--- src/rtl/cpu_pkg.sv ---
// -----------------------------------------------------------------------------
// cpu_pkg
// Shared CPU constants used by the front-end stages.
//   XLEN_DEF / INST_W_DEF / RESET_PC_DEF : default widths and reset PC
//   INST_BYTES                           : PC increment per sequential fetch
//   NOP_INST                             : canonical NOP (consumed by decode)
//   cnt_width()                          : width of an occupancy counter that
//                                          must hold the value 'depth'
// -----------------------------------------------------------------------------
package cpu_pkg;

   localparam int          XLEN_DEF     = 32;
   localparam int          INST_W_DEF   = 32;
   localparam logic [31:0] RESET_PC_DEF = 32'h0000_0000;
   localparam int          INST_BYTES   = 4;
   localparam logic [31:0] NOP_INST     = 32'h0000_0013;

   function automatic int cnt_width(input int depth);
      return $clog2(depth) + 1;
   endfunction

endpackage

--- src/rtl/fetch_unit_if.sv ---
// -----------------------------------------------------------------------------
// fetch_unit_if
// Bundles the instruction-memory port, the redirect port and the decode-side
// valid/ready port of the fetch stage.
//   master : fetch_unit side (drives requests and decode outputs)
//   slave  : environment side (memory, branch unit, decode)
// Signals:
//   imem_req_valid / imem_addr  fetch request and word address
//   imem_rdata                  instruction, returned one cycle after request
//   redirect_valid / redirect_pc  restart fetch at a new PC
//   out_valid / out_ready / out_inst / out_pc  head of the fetch buffer
//   fifo_count                  number of buffered entries
// -----------------------------------------------------------------------------
interface fetch_unit_if
   import cpu_pkg::*;
#(
   parameter int XLEN       = 32,
   parameter int INST_W     = 32,
   parameter int FIFO_DEPTH = 4
);

   localparam int CNT_W = cnt_width(FIFO_DEPTH);

   logic              imem_req_valid;
   logic [XLEN-1:0]   imem_addr;
   logic [INST_W-1:0] imem_rdata;
   logic              redirect_valid;
   logic [XLEN-1:0]   redirect_pc;
   logic              out_valid;
   logic              out_ready;
   logic [INST_W-1:0] out_inst;
   logic [XLEN-1:0]   out_pc;
   logic [CNT_W-1:0]  fifo_count;

   modport master (
      output imem_req_valid, imem_addr,
      input  imem_rdata,
      input  redirect_valid, redirect_pc,
      output out_valid,
      input  out_ready,
      output out_inst, out_pc, fifo_count
   );

   modport slave (
      input  imem_req_valid, imem_addr,
      output imem_rdata,
      output redirect_valid, redirect_pc,
      input  out_valid,
      output out_ready,
      input  out_inst, out_pc, fifo_count
   );

endinterface

--- src/rtl/fetch_fifo.sv ---
// -----------------------------------------------------------------------------
// fetch_fifo
// Synchronous FIFO with flush for the fetch buffer. Head is read straight from
// storage, so an entry pushed in cycle N is visible at 'head' in cycle N+1.
// Push and pop in the same cycle are legal at any occupancy, including full.
//   clk, rst  : clock, synchronous active-high reset
//   flush     : discard all entries (wins over push/pop)
//   push/wdata: write an entry
//   pop       : remove head (ignored when empty)
//   head      : current head entry (don't-care when empty)
//   count     : occupancy, empty : count == 0
// -----------------------------------------------------------------------------
module fetch_fifo
   import cpu_pkg::*;
#(
   parameter  int WIDTH = 64,
   parameter  int DEPTH = 4,
   localparam int AW    = $clog2(DEPTH),
   localparam int CW    = cnt_width(DEPTH)
) (
   input  logic             clk,
   input  logic             rst,
   input  logic             flush,
   input  logic             push,
   input  logic             pop,
   input  logic [WIDTH-1:0] wdata,
   output logic [WIDTH-1:0] head,
   output logic [CW-1:0]    count,
   output logic             empty
);

   logic [WIDTH-1:0] mem_r [DEPTH];
   logic [AW-1:0]    wr_ptr_r;
   logic [AW-1:0]    rd_ptr_r;
   logic [CW-1:0]    count_r;
   logic             full_s;
   logic             do_push_s;
   logic             do_pop_s;

   // Effective push/pop; a pop frees the slot a same-cycle push reuses
   always_comb begin
      full_s    = (count_r == CW'(DEPTH));
      do_pop_s  = pop && (count_r != CW'(0)) && !flush;
      do_push_s = push && !flush && (!full_s || do_pop_s);
   end

   // Pointer and occupancy bookkeeping
   always_ff @(posedge clk) begin
      if (rst || flush) begin
         wr_ptr_r <= AW'(0);
         rd_ptr_r <= AW'(0);
         count_r  <= CW'(0);
      end else begin
         if (do_push_s) begin
            wr_ptr_r <= wr_ptr_r + AW'(1);
         end
         if (do_pop_s) begin
            rd_ptr_r <= rd_ptr_r + AW'(1);
         end
         case ({do_push_s, do_pop_s})
            2'b10:   count_r <= count_r + CW'(1);
            2'b01:   count_r <= count_r - CW'(1);
            default: count_r <= count_r;
         endcase
      end
   end

   // Entry storage (no reset needed: contents are qualified by count)
   always_ff @(posedge clk) begin
      if (do_push_s) begin
         mem_r[wr_ptr_r] <= wdata;
      end
   end

   assign head  = mem_r[rd_ptr_r];
   assign count = count_r;
   assign empty = (count_r == CW'(0));

   fetch_fifo_chk #(
      .DEPTH (DEPTH),
      .CW    (CW)
   ) u_chk (
      .clk   (clk),
      .rst   (rst),
      .flush (flush),
      .push  (push),
      .pop   (pop),
      .count (count_r)
   );

endmodule

--- src/rtl/fetch_fifo_chk.sv ---
// -----------------------------------------------------------------------------
// fetch_fifo_chk
// Property checker for fetch_fifo: a push that is not matched by a pop must
// never arrive while the buffer is full.
//   clk, rst, flush, push, pop : observed FIFO controls
//   count                      : observed occupancy
// -----------------------------------------------------------------------------
module fetch_fifo_chk #(
   parameter int DEPTH = 4,
   parameter int CW    = 3
) (
   input logic          clk,
   input logic          rst,
   input logic          flush,
   input logic          push,
   input logic          pop,
   input logic [CW-1:0] count
);

   // Overflow guard: upstream issue gating must keep the buffer from overrunning
   a_no_overflow: assert property (
      @(posedge clk) disable iff (rst || flush)
      !(push && !pop && (count == CW'(DEPTH)))
   );

endmodule

--- src/rtl/fetch_unit.sv ---
// -----------------------------------------------------------------------------
// fetch_unit
// Instruction-fetch stage. Owns the PC, issues one sequential word fetch per
// cycle while buffer space is guaranteed, tags each returning word with its PC
// and queues it for decode. A redirect flushes the buffer, kills the fetch in
// flight and restarts at the (word-aligned) redirect target.
//   CLK, RST : clock, synchronous active-high reset
//   bus      : fetch_unit_if.master (imem, redirect and decode ports)
// Timing: request in cycle N -> rdata in N+1 -> out_valid in N+2.
// -----------------------------------------------------------------------------
module fetch_unit
   import cpu_pkg::*;
#(
   parameter int              XLEN       = XLEN_DEF,
   parameter int              INST_W     = INST_W_DEF,
   parameter logic [XLEN-1:0] RESET_PC   = XLEN'(RESET_PC_DEF),
   parameter int              FIFO_DEPTH = 4
) (
   input logic          CLK,
   input logic          RST,
   fetch_unit_if.master bus
);

   localparam int CW = cnt_width(FIFO_DEPTH);
   localparam int EW = INST_W + XLEN;

   logic [XLEN-1:0] pc_r;
   logic [XLEN-1:0] tag_r;
   logic            inflight_r;

   logic [CW-1:0]   count_s;
   logic [EW-1:0]   head_s;
   logic            empty_s;
   logic            pop_s;
   logic            push_s;
   logic            issue_s;
   logic [CW:0]     occ_s;

   // Issue/return control. Occupancy counts the word in flight as already
   // buffered and credits a same-cycle pop, so a full buffer that is being
   // drained still sustains one fetch per cycle without ever overflowing.
   always_comb begin
      pop_s   = !empty_s && bus.out_ready;
      occ_s   = {1'b0, count_s} + (CW+1)'(inflight_r) - (CW+1)'(pop_s);
      issue_s = !RST && !bus.redirect_valid && (occ_s < (CW+1)'(FIFO_DEPTH));
      // A redirect in the return cycle kills the word arriving now
      push_s  = inflight_r && !bus.redirect_valid && !RST;
   end

   // PC, in-flight flag and PC tag of the outstanding fetch
   always_ff @(posedge CLK) begin
      if (RST) begin
         pc_r       <= RESET_PC;
         tag_r      <= RESET_PC;
         inflight_r <= 1'b0;
      end else if (bus.redirect_valid) begin
         pc_r       <= {bus.redirect_pc[XLEN-1:2], 2'b00};
         inflight_r <= 1'b0;
      end else if (issue_s) begin
         pc_r       <= pc_r + XLEN'(INST_BYTES);
         tag_r      <= pc_r;
         inflight_r <= 1'b1;
      end else begin
         inflight_r <= 1'b0;
      end
   end

   fetch_fifo #(
      .WIDTH (EW),
      .DEPTH (FIFO_DEPTH)
   ) u_fifo (
      .clk   (CLK),
      .rst   (RST),
      .flush (bus.redirect_valid),
      .push  (push_s),
      .pop   (pop_s),
      .wdata ({bus.imem_rdata, tag_r}),
      .head  (head_s),
      .count (count_s),
      .empty (empty_s)
   );

   assign bus.imem_req_valid = issue_s;
   assign bus.imem_addr      = pc_r;
   assign bus.out_valid      = !empty_s;
   assign bus.out_inst       = head_s[EW-1:XLEN];
   assign bus.out_pc         = head_s[XLEN-1:0];
   assign bus.fifo_count     = count_s;

endmodule

--- src/flat_wrapper.sv ---
// flat-port wrapper written by rule: the top's interface ports become plain ports
module fetch_unit_flat import cpu_pkg::*;
#(
   parameter int              XLEN       = XLEN_DEF,
   parameter int              INST_W     = INST_W_DEF,
   parameter logic [XLEN-1:0] RESET_PC   = XLEN'(RESET_PC_DEF),
   parameter int              FIFO_DEPTH = 4
)
  (CLK, RST, bus_imem_req_valid, bus_imem_addr, bus_imem_rdata, bus_redirect_valid, bus_redirect_pc, bus_out_valid, bus_out_ready, bus_out_inst, bus_out_pc, bus_fifo_count);
  fetch_unit_if #(.XLEN(XLEN), .INST_W(INST_W), .FIFO_DEPTH(FIFO_DEPTH)) bus_i ();
  input logic CLK;
  input logic RST;
  output wire logic [$bits(bus_i.imem_req_valid)-1:0] bus_imem_req_valid;
  output wire logic [$bits(bus_i.imem_addr)-1:0] bus_imem_addr;
  input wire logic [$bits(bus_i.imem_rdata)-1:0] bus_imem_rdata;
  input wire logic [$bits(bus_i.redirect_valid)-1:0] bus_redirect_valid;
  input wire logic [$bits(bus_i.redirect_pc)-1:0] bus_redirect_pc;
  output wire logic [$bits(bus_i.out_valid)-1:0] bus_out_valid;
  input wire logic [$bits(bus_i.out_ready)-1:0] bus_out_ready;
  output wire logic [$bits(bus_i.out_inst)-1:0] bus_out_inst;
  output wire logic [$bits(bus_i.out_pc)-1:0] bus_out_pc;
  output wire logic [$bits(bus_i.fifo_count)-1:0] bus_fifo_count;
  assign bus_imem_req_valid = bus_i.imem_req_valid;
  assign bus_imem_addr = bus_i.imem_addr;
  assign bus_i.imem_rdata = bus_imem_rdata;
  assign bus_i.redirect_valid = bus_redirect_valid;
  assign bus_i.redirect_pc = bus_redirect_pc;
  assign bus_out_valid = bus_i.out_valid;
  assign bus_i.out_ready = bus_out_ready;
  assign bus_out_inst = bus_i.out_inst;
  assign bus_out_pc = bus_i.out_pc;
  assign bus_fifo_count = bus_i.fifo_count;
  fetch_unit #(.XLEN(XLEN), .INST_W(INST_W), .RESET_PC(RESET_PC), .FIFO_DEPTH(FIFO_DEPTH)) u_core (.CLK(CLK), .RST(RST), .bus(bus_i));
endmodule
--- config.mk ---
export PLATFORM = sky130hd
export DESIGN_NAME = fetch_unit_flat
export DESIGN_NICKNAME = d
export VERILOG_FILES = /design/src/rtl/cpu_pkg.sv /design/src/rtl/fetch_unit_if.sv /design/src/rtl/fetch_fifo.sv /design/src/rtl/fetch_fifo_chk.sv /design/src/rtl/fetch_unit.sv /design/src/flat_wrapper.sv
export SDC_FILE = /design/constraint.sdc
export NUM_CORES = 1
export LEC_CHECK = 0
export CAP_MARGIN = 20
export CORE_AREA = 5 5 154 156
export DETAILED_ROUTE_END_ITERATION = 8
export DIE_AREA = 0 0 159 161
export GPL_ROUTABILITY_DRIVEN = 0
export PLACE_DENSITY = 0.81
export SLEW_MARGIN = 0
export SYNTH_ARGS = -nofsm -noshare
export SYNTH_HDL_FRONTEND = slang
export SYNTH_HIERARCHICAL = 1
export SYNTH_SLANG_ARGS = --single-unit
export TNS_END_PERCENT = 5
--- constraint.sdc ---
create_clock -name CLK -period 11.9 [get_ports CLK]
set_input_delay 2.975 -clock CLK [delete_from_list [all_inputs] [get_ports CLK]]
set_output_delay 2.975 -clock CLK [all_outputs]
set_load 0.03 [all_outputs]
==> key figures, run 1 <==
Outcome
  • Status: completed

Power
  • Seq pwr share: 54.9%
  • Power density of the placed cells: 145 nW/um2
  • Combinational power share: 4.6%
  • Final Power: 2.28 mW
  • Leakage: 4.92 nW
  • Worst vdd ir: 96.0 uV
  • Pint: 1.82 mW
  • Switching share of power: 20.2%
  • Switching power: 0.462 mW
  • Clock share of power: 40.5%

Clock network
  • Setup repair bufs after CTS: 0
  • Hold bufs inserted after CTS: 0
  • Post-CTS sizing: 0
  • Worst-path clk slew: 60 ps
  • CTS root buffer: clkbuf_16
  • Clock sinks: between 300 and 400
  • CTS tree: yes
  • Clock Path Buffers: 3
  • TritonCTS Buffers: 31
  • Htree depth: 1
  • Worst skew pair latency: between 500 and 600 ps

Detailed routing
  • DR iter-0 viols: 489
  • Drt total wl: around 26000 um
  • WL per Instance: 20.9 um
  • Via count: about 7200
  • Post-DRT Antenna Nets: 0
  • First-pass DRT Iterations: 4
  • Vias per cell: 5.79
  • Drt drc: 0

Synth
  • Number of enable flip-flop cells after synthesis: 256
  • Post-Syn Instances: 770
  • Syn. warnings: 6
  • Post-synth top area cell: edfxtp_1
  • #FFs+latches synth: 326
  • Post-synth ARST share: 0%
  • Top-count cell post-synth: edfxtp_1
  • Synth cell types: 55
  • Synth area leaders: edfxtp_1 (60%), mux4_2 (11%), dfxtp_1 (11%), nand2_1 (2.3%), xnor2_1 (1.6%)
  • Synth top area share: 60.1%
  • Syn avg cell area: between 15 and 20 um2
  • Synth top cells by count: edfxtp_1 (256), nand2_1 (80), dfxtp_1 (70)
  • Most used DFF post-synth: edfxtp_1
  • Post-synthesis sequential area ratio: 71.1%
  • Mapped Area: 12800 um2

Global route
  • Initial antenna violation count: 0
  • Largest net degree at the start of global routing: 66
  • First-pass GRT wire length: 41600 um
  • All-Layer GR Usage: about a fifth
  • Vias in the first global route: 7521
  • GRT overflow: 0

Die
  • Starting density of the core: 57.5%
  • Core area: 22200 um2
  • Row Count: 55
  • Die area: between 20000 and 30000 um2
  • IO Pins: 169
  • Chip width: 159 um
  • Die span in y: 161 um

Critical path
  • Slowest cell on crit path: clkdlybuf4s50_1
  • Flop2flop setup slack: approximately 8000 ps
  • Critical Path, Cell by Cell: clkdlybuf4s50_1 > nor2b_1 > ha_1 > inv_1 > ha_1 > and3b_1 > nor4_1 > o21ai_2 > clkinv_1 > buf_16 > clkdlybuf4s50_1
  • Critical Path Source Type: input port
  • CP arrival: roughly 6300 ps
  • R2R Path Start: u_core/u_fifo/count[1]$_SDFFE_PP0P_
  • FF-to-FF path depth: 11
  • Capture point of the worst reg-to-reg path: u_core/bus.imem_addr[31]$_SDFFE_PP0P_
  • Kind of critical path: in -> out
  • Worst EP required: 8930 ps
  • Largest delay contributor family on the critical path: buffers and inverters
  • Crit end category: primary output
  • CP max stage delay: 680 ps
  • Crit Path Max Fanout: 22
  • Worst Setup SP: bus_out_ready
  • Crit path buf inv count: 5

Cells and area
  • Syn-to-layout area delta: 22.8%
  • Final Cell Area: between 15000 and 20000 um2
  • Layout cell share with drive strength beyond 1: 15.2%
  • Final net count: 1015
  • Ant diodes: 0

STA
  • Total Neg Setup Slack: 0 ps
  • Max transition margin: 30.3%
  • Fmax: 0.108 GHz
  • Worst slew pin tran: 1050 ps
  • Hold Vio Cnt, Final: 0
  • Worst hold margin: 494 ps
  • RSZ-0062 raised after global routing: no
  • Clock skew: 6.85 ps
  • Fin crit period: between 9000 and 10000 ps
  • Final setup viols: 0
  • Tcrit/Tclk final: between 70 and 80%
  • Slew Viols, Final: 0
  • Final worst-path setup slack: 2640 ps

Place
  • Final HPWL DP: 15500 um
  • IO Port Bufs: between 150 and 200
  • Placement Cell Area: approximately 15000 um2
  • Pre-CTS setup slack: 2360 ps

Min path
  • Hold Path Sink: u_core/u_fifo/mem_r[1][24]$_DFFE_PP_
  • Hold Path Class: reg -> reg
  • WHS Path Cells: 0
  • Start point of the worst hold path: u_core/tag_r[24]$_SDFFE_PP0P_

Flow run
  • Max-Cap Viols: 0
==> sequential cells by signal, indices dropped and copies added, names as in the netlist, named ones only <==
name,cells
u_core/u_fifo/rd_ptr_r,2
u_core/inflight_r,1
u_core/bus.imem_addr,30
u_core/u_fifo/wr_ptr_r,2
u_core/u_fifo/count,3
u_core/u_fifo/mem_r,256
u_core/tag_r,30
==> worst max-delay path by stage <==
stage | depth (start not counted) | to
6_report | 11 | bus_imem_req_valid
5_1_grt | 11 | bus_imem_req_valid
4_1_cts | 10 | bus_imem_req_valid
3_5_place_dp | 10 | bus_imem_req_valid
3_3_place_gp | 10 | bus_imem_req_valid
2_1_floorplan | 9 | bus_imem_req_valid
==> layout make-up <==
type                    count  area (um2)
clock inverters            11         110
clock buffers              46         852
well taps                 285         357
fillers                  1460        6530
repair buffers            172        1740
multi-input cells         391        3490
inverters                  16        60.1
flip-flops and latches    326        9100
==> power by group through the flow <==
stage | Combinational [mW] | Clock [mW] | Sequential (mW)
after global placement | 0.103 | 0 | 1.28
after global routing | 0.113 | 1.00 | 1.25
after floorplan | 0.0364 | 0 | 1.29
final | 0.105 | 0.925 | 1.25
after detailed placement | 0.104 | 0 | 1.28
after CTS | 0.104 | 0.945 | 1.25
==> placed cells by master (no fill, tap or decap), drive strengths merged, types with 9 or more instances in the layout <==
cell type        n
a21oi           36
clkbuf          46
xnor2           24
clkdlybuf4s50  163
edfxtp         256
dfxtp           70
a211oi          34
mux4            64
inv             15
nor2            44
buf              9
clkinv           9
nand2           80
conb            10
a2111oi         12
==> logic make-up after synthesis <==
group	synth area share, %
DFF	71.1
and+or+nand+nor	6.52
AOI/OAI and AO/OA	6.10
muxes	11.5
buffers and inverters	2.04
xor gates and xnor gates	1.78
adders and majority gates	0.939
other	0.0293
==> routing by layer <==
metal	global-route usage [%]	part of all wire [%]	vias to the layer above	wire, um
li1	-	-	3324	-
met1	27.8	43	3616	11100
met2	33.8	50	243	12900
met3	4.29	6.5	33	1690
met4	4.58	1.4	0	363
met5	0	0	-	0
==> through the flow <==
step           std cells  utilization, %
6_report            1247            70.6
5_1_grt             1247            70.6
4_1_cts             1245            70.4
3_5_place_dp        1188            66.1
3_3_place_gp        1188            66.1
2_1_floorplan        779               -
No activity file was read; power rests on OpenSTA's default activity.
==> run 2, diff against run 1 <==
CORE_AREA = 5 5 166 168   (was 5 5 154 156)
DIE_AREA = 0 0 171 173   (was 0 0 159 161)
PLACE_DENSITY = 0.74   (was 0.81)
clock period = 7.6 ns   (was 11.9 ns; I/O delays follow)
==> key figures, run 2 (synthesis results as in run 1) <==
Min path
  • Hold Path Class: reg -> reg

Critical path
  • Critical Path, Cell by Cell: clkdlybuf4s50_1 > nor2b_1 > ha_1 > inv_1 > ha_1 > and3b_1 > nor4_1 > o21ai_2 > clkinv_1 > clkdlybuf4s50_1
  • Largest delay contributor family on the critical path: buffers and inverters
  • Worst EP required: 5700 ps
  • Crit Path Max Fanout: 6
  • Crit end category: primary output
  • Crit path buf inv count: 4
  • Slowest cell on crit path: clkdlybuf4s50_1
  • Critical Path Source Type: input port
  • CP max stage delay: 670 ps
  • Kind of critical path: in -> out
  • CP arrival: 4710 ps

Cells and area
  • Most frequent cells in the layout: edfxtp_1 (256), clkdlybuf4s50_1 (163), nand2_1 (80)
  • Max reg flops: 256
  • Final net count: 1017
  • Largest Register: u_core/u_fifo/mem_r
  • Ant diodes: 0
  • Layout cell share with drive strength beyond 1: 15.6%
  • Syn-to-layout area delta: 23.9%
  • Commonest non-fill, non-tap cell in the layout: edfxtp_1

Outcome
  • Status: completed

Clock network
  • CTS tree: yes
  • CTS root buffer: clkbuf_16
  • Htree depth: 2
  • Post-CTS sizing: 0
  • Setup repair bufs after CTS: 0
  • Worst-path clk slew: 50 ps
  • Worst skew pair latency: just over 500 ps
  • Clock sinks: 326
  • Hold bufs inserted after CTS: 0
  • TritonCTS Buffers: 34
  • Clock Path Buffers: 3

STA
  • RSZ-0062 raised after global routing: no
  • Fmax: 0.151 GHz
  • Worst slew pin tran: 1070 ps
  • Max transition margin: 29.0%
  • Fin crit period: 6610 ps
  • Slew Viols, Final: 0
  • Clock skew: ~18 ps
  • Final setup viols: 0
  • Total Neg Setup Slack: 0 ps
  • Hold Vio Cnt, Final: 0
  • Tcrit/Tclk final: 87.0%

Die
  • Core area: 25800 um2
  • IO Pins: 169
  • Die area: around 30000 um2
  • Chip width: 171 um
  • Starting density of the core: 49.6%
  • Row Count: 59
  • Die span in y: 173 um

Global route
  • First-pass GRT wire length: 41300 um
  • All-Layer GR Usage: 17.7%
  • Initial antenna violation count: 0
  • Largest net degree at the start of global routing: 65
  • Vias in the first global route: 7362
  • GRT overflow: 0

Detailed routing
  • Drt total wl: 26300 um
  • DR iter-0 viols: 586
  • Drt drc: 0
  • WL per Instance: 20.2 um
  • Post-DRT Antenna Nets: 0
  • Vias per cell: approximately 5.5
  • First-pass DRT Iterations: 5
  • Via count: 7150

Power
  • Final Power: 3.71 mW
  • Clock share of power: 42.6%
  • Switching share of power: 20.5%
  • Switching power: 0.761 mW
  • Pint: 2.95 mW
  • Leakage: just under 5 nW
  • Power density of the placed cells: about 230 nW/um2
  • Worst vdd ir: 138 uV
  • Combinational power share: 4.4%
  • Seq pwr share: 52.9%

Place
  • Final HPWL DP: 15600 um
  • IO Port Bufs: 164

Flow run
  • Max-Cap Viols: 0
-- run 2: cell types whose count changed in the layout (fill, tap and decap cells not counted), sizes merged --
cell,delta
bufinv,-1
buf,-1
clkinv,+2
clkbuf,+3
clkinvlp,+1
-- run 2: routing by layer --
| layer | vias to the layer above | routed length (um) | global-route usage (%) |
|---|---|---|---|
| met5 | - | 0 | 0 |
| met4 | 0 | 433 | 4.26 |
| met3 | 30 | 1990 | 4.54 |
| met2 | 240 | 12700 | 28.6 |
| met1 | 3562 | 11200 | 24.5 |
| li1 | 3318 | - | - |
-- run 2: metrics by stage --
step | instances | utilization [%] | area, um2 | worst slack [ps] | hold WS (ps)
CTS | 1301 | 61.5 | 15800 | 970 | 494
detailed placement | 1239 | 57.3 | 14800 | 975 | 486
floorplan | 779 | - | 12800 | 1780 | 460
finish | 1301 | 61.5 | 15800 | 992 | 494
global placement | 1239 | 57.3 | 14800 | 991 | 478
global route | 1301 | 61.5 | 15800 | 804 | 524
-- run 2: cell type report --
| cell class | count | area (um2) |
|---|---|---|
| Sequential cell | 326 | 9100 |
| Inverter | 16 | 60.1 |
| Clock buffer | 49 | 978 |
| Tap cell | 335 | 419 |
| Timing Repair Buffer | 171 | 1690 |
| Clock inverter | 13 | 113 |
| Multi-Input combinational cell | 391 | 3490 |
| Fill cell | 1945 | 9920 |
-- run 2: path summary, 6_finish.rpt --
path                                            start  cells after the start                               endpoint  slack (ps)
setup reg to reg  u_core/u_fifo/count[2]$_SDFFE_PP0P_                     11  u_core/bus.imem_addr[31]$_SDFFE_PP0P_        3800
setup / recovery                        bus_out_ready                     10                     bus_imem_req_valid         990
hold / removal           u_core/tag_r[2]$_SDFFE_PP0P_                      0    u_core/u_fifo/mem_r[0][2]$_DFFE_PP_         490
hold reg to reg          u_core/tag_r[2]$_SDFFE_PP0P_                      0    u_core/u_fifo/mem_r[0][2]$_DFFE_PP_         490
-- run 2: power groups by stage --
stage               clock (mW)  sequential, mW  combinational [mW]
detailed placement           0            2.00               0.164
global route              1.71            1.97               0.176
CTS                       1.62            1.96               0.165
global placement             0            2.00               0.163
floorplan                    0            2.01              0.0570
finish                    1.58            1.96               0.164
